`src/rtl/present_core.sv`:
```
// present_core: PRESENT-80/128 block cipher, per-block encrypt or decrypt.
// Define PRESENT_CORE_ZEROIZE_EN to add a zeroize input that wipes keys and state.
module present_core #(
  parameter int KEY_W     = 80,
  parameter int NR_ROUNDS = 31
) (
  input  logic             clk,
  input  logic             n_reset,
`ifdef PRESENT_CORE_ZEROIZE_EN
  input  logic             zeroize,
`endif
  input  logic             key_load,
  input  logic [KEY_W-1:0] key_in,
  output logic             key_ready,
  input  logic             in_valid,
  output logic             in_ready,
  input  logic             in_mode,
  input  logic [63:0]      in_data,
  output logic             out_valid,
  input  logic             out_ready,
  output logic [63:0]      out_data,
  output logic             busy
);

  if (KEY_W != 80 && KEY_W != 128) begin : g_bad_key_w
    $error("present_core: KEY_W must be 80 or 128");
  end
  if (NR_ROUNDS < 1 || NR_ROUNDS > 31) begin : g_bad_rounds
    $error("present_core: NR_ROUNDS must be 1..31");
  end

  localparam int RC_LO = (KEY_W == 128) ? 62 : 15;

  typedef enum logic [1:0] {IDLE, KEYEXP, RUN, DONE} fsm_e;

  function automatic logic [3:0] sb(input logic [3:0] x);
    logic [3:0] r;
    case (x)
      4'h0: r = 4'hC;  4'h1: r = 4'h5;  4'h2: r = 4'h6;  4'h3: r = 4'hB;
      4'h4: r = 4'h9;  4'h5: r = 4'h0;  4'h6: r = 4'hA;  4'h7: r = 4'hD;
      4'h8: r = 4'h3;  4'h9: r = 4'hE;  4'hA: r = 4'hF;  4'hB: r = 4'h8;
      4'hC: r = 4'h4;  4'hD: r = 4'h7;  4'hE: r = 4'h1;
      default: r = 4'h2;
    endcase
    return r;
  endfunction

  function automatic logic [3:0] sbi(input logic [3:0] x);
    logic [3:0] r;
    case (x)
      4'h0: r = 4'h5;  4'h1: r = 4'hE;  4'h2: r = 4'hF;  4'h3: r = 4'h8;
      4'h4: r = 4'hC;  4'h5: r = 4'h1;  4'h6: r = 4'h2;  4'h7: r = 4'hD;
      4'h8: r = 4'hB;  4'h9: r = 4'h4;  4'hA: r = 4'h6;  4'hB: r = 4'h3;
      4'hC: r = 4'h0;  4'hD: r = 4'h7;  4'hE: r = 4'h9;
      default: r = 4'hA;
    endcase
    return r;
  endfunction

  function automatic logic [63:0] s_layer(input logic [63:0] x);
    logic [63:0] r;
    r = '0;
    for (int i = 0; i < 16; i++) r[4*i +: 4] = sb(x[4*i +: 4]);
    return r;
  endfunction

  function automatic logic [63:0] s_inv(input logic [63:0] x);
    logic [63:0] r;
    r = '0;
    for (int i = 0; i < 16; i++) r[4*i +: 4] = sbi(x[4*i +: 4]);
    return r;
  endfunction

  function automatic logic [63:0] p_layer(input logic [63:0] x);
    logic [63:0] r;
    r = '0;
    for (int i = 0; i < 63; i++) r[(16*i) % 63] = x[i];
    r[63] = x[63];
    return r;
  endfunction

  function automatic logic [63:0] p_inv(input logic [63:0] x);
    logic [63:0] r;
    r = '0;
    for (int i = 0; i < 63; i++) r[i] = x[(16*i) % 63];
    r[63] = x[63];
    return r;
  endfunction

  function automatic logic [KEY_W-1:0] key_fwd(
    input logic [KEY_W-1:0] k,
    input logic [4:0]       rc
  );
    logic [KEY_W-1:0] r;
    r = {k[KEY_W-62:0], k[KEY_W-1:KEY_W-61]};
    r[KEY_W-1 -: 4] = sb(r[KEY_W-1 -: 4]);
    if (KEY_W == 128) r[KEY_W-5 -: 4] = sb(r[KEY_W-5 -: 4]);
    r[RC_LO +: 5] = r[RC_LO +: 5] ^ rc;
    return r;
  endfunction

  function automatic logic [KEY_W-1:0] key_inv(
    input logic [KEY_W-1:0] k,
    input logic [4:0]       rc
  );
    logic [KEY_W-1:0] r;
    r = k;
    r[RC_LO +: 5] = r[RC_LO +: 5] ^ rc;
    r[KEY_W-1 -: 4] = sbi(r[KEY_W-1 -: 4]);
    if (KEY_W == 128) r[KEY_W-5 -: 4] = sbi(r[KEY_W-5 -: 4]);
    return {r[60:0], r[KEY_W-1:61]};
  endfunction

  fsm_e             fsm_q, fsm_d;
  logic [KEY_W-1:0] master_q, last_q, wk_q;
  logic [63:0]      state_q, out_q;
  logic [4:0]       rnd_q;
  logic             mode_q, kr_q;
  logic             zero;

`ifdef PRESENT_CORE_ZEROIZE_EN
  assign zero = zeroize;
`else
  assign zero = 1'b0;
`endif

  logic             key_take, accept, last_rnd;
  logic [4:0]       rc_dec;
  logic [63:0]      mix, nxt_st;
  logic [KEY_W-1:0] kf, nxt_k;

  assign key_take = key_load && (fsm_q == IDLE || fsm_q == DONE);
  assign in_ready = kr_q && !key_load && !zero &&
                    (fsm_q == IDLE || (fsm_q == DONE && out_ready));
  assign accept   = in_valid && in_ready;
  assign last_rnd = rnd_q == 5'(NR_ROUNDS);
  // decrypt walks the schedule backwards: rc = NR_ROUNDS+1-rnd
  assign rc_dec   = 5'(NR_ROUNDS + 1) - rnd_q;
  assign kf       = key_fwd(wk_q, rnd_q);

  always_comb begin
    mix = state_q ^ wk_q[KEY_W-1 -: 64];
    if (mode_q) begin
      nxt_st = s_inv(p_inv(mix));
      nxt_k  = key_inv(wk_q, rc_dec);
    end else begin
      nxt_st = p_layer(s_layer(mix));
      nxt_k  = kf;
    end
  end

  always_ff @(posedge clk or negedge n_reset) begin
    if (!n_reset) fsm_q <= IDLE;
    else          fsm_q <= fsm_d;
  end

  always_comb begin
    fsm_d = fsm_q;
    unique case (fsm_q)
      IDLE:    if (key_take) fsm_d = KEYEXP;
               else if (accept) fsm_d = RUN;
      KEYEXP:  if (last_rnd) fsm_d = IDLE;
      RUN:     if (last_rnd) fsm_d = DONE;
      DONE:    if (key_take) fsm_d = KEYEXP;
               else if (accept) fsm_d = RUN;
               else if (out_ready) fsm_d = IDLE;
      default: fsm_d = IDLE;
    endcase
    if (zero) fsm_d = IDLE;
  end

  always_comb begin
    out_valid = fsm_q == DONE;
    busy      = fsm_q == KEYEXP || fsm_q == RUN;
    key_ready = kr_q;
    out_data  = out_q;
  end

  always_ff @(posedge clk or negedge n_reset) begin
    if (!n_reset) begin
      master_q <= '0;
      last_q   <= '0;
      wk_q     <= '0;
      state_q  <= '0;
      out_q    <= '0;
      rnd_q    <= '0;
      mode_q   <= 1'b0;
      kr_q     <= 1'b0;
    end else if (zero) begin
      master_q <= '0;
      last_q   <= '0;
      wk_q     <= '0;
      state_q  <= '0;
      out_q    <= '0;
      rnd_q    <= '0;
      kr_q     <= 1'b0;
    end else begin
      unique case (1'b1)
        key_take: begin
          master_q <= key_in;
          wk_q     <= key_in;
          rnd_q    <= 5'd1;
          kr_q     <= 1'b0;
        end
        accept: begin
          state_q <= in_data;
          mode_q  <= in_mode;
          wk_q    <= in_mode ? last_q : master_q;
          rnd_q   <= 5'd1;
        end
        fsm_q == KEYEXP: begin
          wk_q  <= kf;
          rnd_q <= rnd_q + 5'd1;
          if (last_rnd) begin
            last_q <= kf;
            kr_q   <= 1'b1;
          end
        end
        fsm_q == RUN: begin
          state_q <= nxt_st;
          wk_q    <= nxt_k;
          rnd_q   <= rnd_q + 5'd1;
          if (last_rnd) out_q <= nxt_st ^ nxt_k[KEY_W-1 -: 64];
        end
        default: ;
      endcase
    end
  end

endmodule
```
`config.mk`:
```
export PLATFORM = sky130hd
export DESIGN_NAME = present_core
export DESIGN_NICKNAME = d
export VERILOG_FILES = /design/src/rtl/present_core.sv
export SDC_FILE = /design/constraint.sdc
export NUM_CORES = 1
export LEC_CHECK = 0
export ABC_AREA = 1
export CAP_MARGIN = 20
export CORE_ASPECT_RATIO = 0.75
export CORE_MARGIN = 2
export CORE_UTILIZATION = 46
export DETAILED_ROUTE_END_ITERATION = 10
export HOLD_SLACK_MARGIN = 0.03
export PLACE_DENSITY = 0.75
export SYNTH_ARGS = -nofsm -noshare
export SYNTH_HDL_FRONTEND = slang
export SYNTH_SLANG_ARGS = --single-unit
```
`constraint.sdc`:
```
create_clock -name clk -period 6.2 [get_ports clk]
set_clock_uncertainty 0.15 [all_clocks]
set_input_delay 1.86 -clock clk [delete_from_list [all_inputs] [get_ports clk]]
set_output_delay 1.86 -clock clk [all_outputs]
set_load 0.005 [all_outputs]
```
==> qor.csv <==
stage;metric;value;unit
floorplan;core_area;57100;um2
detailed_routing;avgRoutedWirePerCell;22.7;um
sta;max_freq;194;MHz
yosys;yosys.area_share.adder;8.42;%
yosys;seq_area_frac_synth;35.7;%
cts;cts_root_buf;clkbuf_16;
yosys;muxShareOfSynthArea;0;%
global_routing;antenna_found_initial;1;
setup_path;crit_start;key_load;
global_routing;grt_pass1_wl;156000;um
detailed_routing;ant_nets;0;
yosys;synth-xor-area-share;1.76;%
cts;postCtsSetupBuffers;0;
sta;drv_slew;0;
detailed_routing;firstDrtPassIters;7;
setup_path;r2r_cells;14;
cells_and_area;area_growth;16.1;%
status;run_status;completed;
detailed_routing;wirelength;106000;um
place;place_ws;1.03;ns
floorplan;rows;76;
yosys;ys_ff_latch;377;
yosys;ys_warn_count;0;
power_and_ir_drop;swShare;57.1;%
power_and_ir_drop;p_leak;0.0153;uW
cts;cts.sinks;377;
global_routing;grt_use_total;35.4;%
setup_path;setup.worst_path.end_class;output pin;
setup_path;cp-endpoint;in_ready;
cts;max-clock-path-buffers;3;
cts;cts_max_level;2;
cts;post_cts_resized;0;
cts;numCtsBuffers;42;
yosys;synth_top_family_by_area;simple AND/OR/NAND/NOR gates;
sta;setup_violations;0;
sta;hold_violations;0;
sta;setup_slack;1.03;ns
place;post-dp-hpwl;78700;um
setup_path;cp.required;4.19;ns
yosys;syn_nets;4050;
power_and_ir_drop;seqPwrFrac;20.1;%
floorplan;die_y;212;um
sta;period_share;83.3;%
setup_path;cp.arrival;3.16;ns
place;port-buffer-count;217;
min_path;min_path_type;register to register;
setup_path;worstSetupPathType;input port to output pin;
sta;setup_tns;0;ns
cts;cts.clk_slew.worst_paths;0.06;ns
yosys;synth_cell_types;41;
cells_and_area;drive_gt1_share;5.35;%
detailed_routing;num_vias;27200;
floorplan;ioPinCount;218;
setup_path;cp-start-kind;input port;
power_and_ir_drop;switching_power;11900;uW
floorplan;start_util;46.3;%
power_and_ir_drop;peakVddDrop;0.470;mV
power_and_ir_drop;power_per_cell_area;677;nW/um2
setup_path;regToRegEndpoint;wk_q[17]$_DFFE_PN0P_;
yosys;synth_simple_gate_area_share;29.4;%
setup_path;r2r_start;fsm_q[0]$_DFFE_PN0P_;
cells_and_area;fin_nets;4186;
job;drv_cap;0;
detailed_routing;drcViolationCount;0;
power_and_ir_drop;clockPowerShare;13.3;%
cells_and_area;fillers;5481;
sta;min_period;5.17;ns
cts;cts_tree;done;
place;gp_congestion;1.06;
global_routing;grt_start_max_net_pins;138;
cts;holdBufCountCts;0;
detailed_routing;drt-vias-per-instance;5.83;
setup_path;r2r_slack;2.72;ns
power_and_ir_drop;power.total;20800;uW
global_routing;grt_pass1_vias;24400;
setup_path;path_max_fanout;2;
yosys;syn_area;26400;um2
detailed_routing;drt_iter0_drc;3849;
floorplan;die-area;59400;um2
floorplan;chipWidth;281;um
cells_and_area;diodes;0;
power_and_ir_drop;p_int;8910;uW
yosys;synth_compound_area_share;15.9;%
yosys;synth_cells;3722;
sta;tightest_slew;1.33;ns
global_routing;grt_overflow;0;
sta;max_slew_margin;10.6;%
power_and_ir_drop;combPwrFrac;66.6;%
cts;insertion_delay;0.60;ns
yosys;synth_area_per_cell;7.10;um2
sta;rsz0062_at_grt;false;
power by group through the flow:
stage	Clock (uW)	Sequential [uW]	Combinational (uW)
2_1_floorplan	0	3670	9410
3_3_place_gp	0	4140	13000
3_5_place_dp	0	4150	13200
4_1_cts	2760	4120	13300
5_1_grt	2870	4200	15200
6_report	2760	4180	13800
final cells by class:
type	count	area [um2]	area share (%)
multi-input cells	2780	14700	47.9
clock inverters	20	297	0.966
flip-flops and latches	377	9440	30.8
repair buffers	264	2580	8.42
well taps	780	976	3.18
clock buffers	57	1200	3.91
inverters	393	1480	4.82
placed cells by master, fill, tap and decap left out, drive strengths merged, types with 48 or more instances in the layout:
master / count
dfrtp: 377
a21oi: 78
inv: 392
o21ai: 395
buf: 48
o221ai: 55
clkbuf: 58
clkdlybuf4s50: 215
o22ai: 68
ha: 178
nand3: 432
nand2: 1357
how the worst min path moves through the flow:
stage / start / depth (start not counted) / to
floorplan: master_q[15]$_DFFE_PN0P_ / 2 / master_q[15]$_DFFE_PN0P_
global placement: master_q[15]$_DFFE_PN0P_ / 2 / master_q[15]$_DFFE_PN0P_
detailed placement: out_data[43]$_DFFE_PN0P_ / 2 / out_data[43]$_DFFE_PN0P_
CTS: out_data[37]$_DFFE_PN0P_ / 2 / out_data[37]$_DFFE_PN0P_
global route: out_data[32]$_DFFE_PN0P_ / 2 / out_data[32]$_DFFE_PN0P_
finish: out_data[16]$_DFFE_PN0P_ / 2 / out_data[16]$_DFFE_PN0P_
synth_stat cells:
library cell | instances | area, um2
nand2_1 | 1350 | 5070
nand3_1 | 432 | 2160
o21ai_0 | 388 | 1940
inv_1 | 379 | 1420
dfrtp_1 | 377 | 9430
ha_1 | 178 | 2230
a21oi_1 | 78 | 390
clkbuf_1 | 75 | 282
o22ai_1 | 68 | 425
buf_2 | 58 | 290
o221ai_2 | 50 | 751
nor2_1 | 45 | 169
a22oi_1 | 42 | 315
xnor2_1 | 33 | 289
o211ai_1 | 31 | 233
nand3b_1 | 28 | 210
buf_1 | 19 | 71.3
buf_6 | 10 | 113
xor2_1 | 9 | 78.8
buf_4 | 8 | 60.1
inv_2 | 8 | 30.0
o21ai_1 | 7 | 35.0
nor3_1 | 6 | 30.0
o21a_1 | 5 | 37.5
o221ai_1 | 5 | 43.8
or2_2 | 5 | 31.3
xnor2_2 | 5 | 81.3
clkinv_1 | 4 | 15.0
nand2_2 | 4 | 25.0
inv_4 | 2 | 12.5
nand2_8 | 2 | 40.0
o211ai_2 | 2 | 25.0
a32o_1 | 1 | 10.0
buf_8 | 1 | 15.0
clkbuf_4 | 1 | 7.51
nand2_4 | 1 | 11.3
nand4_1 | 1 | 6.26
nor2_2 | 1 | 6.26
nor2_8 | 1 | 20.0
o21bai_1 | 1 | 7.51
xor2_2 | 1 | 16.3
cells by family (layout without fill, tap and decap cells):
logic type      count (synthesis)  count (layout)
simple gates                 1876            1876
fa+ha+maj                     178             178
compound gates                678             678
buf+inv                       565             734
xor+xnor                       48              48
flops                         377             377
sequential cells by signal (all words and copies together), names as in the netlist:
signal	flops
fsm_q	2
key_ready	1
last_q	80
master_q	80
mode_q	1
out_data	64
rnd_q	5
state_q	64
wk_q	80
worst max-delay path, stage by stage:
cell and delay [ns]:
clkdlybuf4s50_1 0.47, nor2_2 0.14, nand2_2 0.10, inv_1 0.08, clkdlybuf4s50_1 0.50
per-stage QoR:
stage	hold WS, ns	util (%)	std cells	instance area (um2)
floorplan	0.292	-	3722	26400
global placement	0.307	51.0	4591	29200
detailed placement	0.318	51.1	4592	29200
CTS	0.335	53.7	4669	30700
global route	0.346	53.7	4671	30700
finish	0.328	53.7	4671	30700
metal layers:
layer | global-route usage, % | up-vias | part of all wire, %
met5 | 0 | - | 0.012
met4 | 19.0 | 2 | 6.3
met3 | 8.93 | 256 | 13
met2 | 49.9 | 1745 | 40
met1 | 49.7 | 12800 | 40
li1 | - | 12400 | -
No activity file was read; power rests on OpenSTA's default activity.
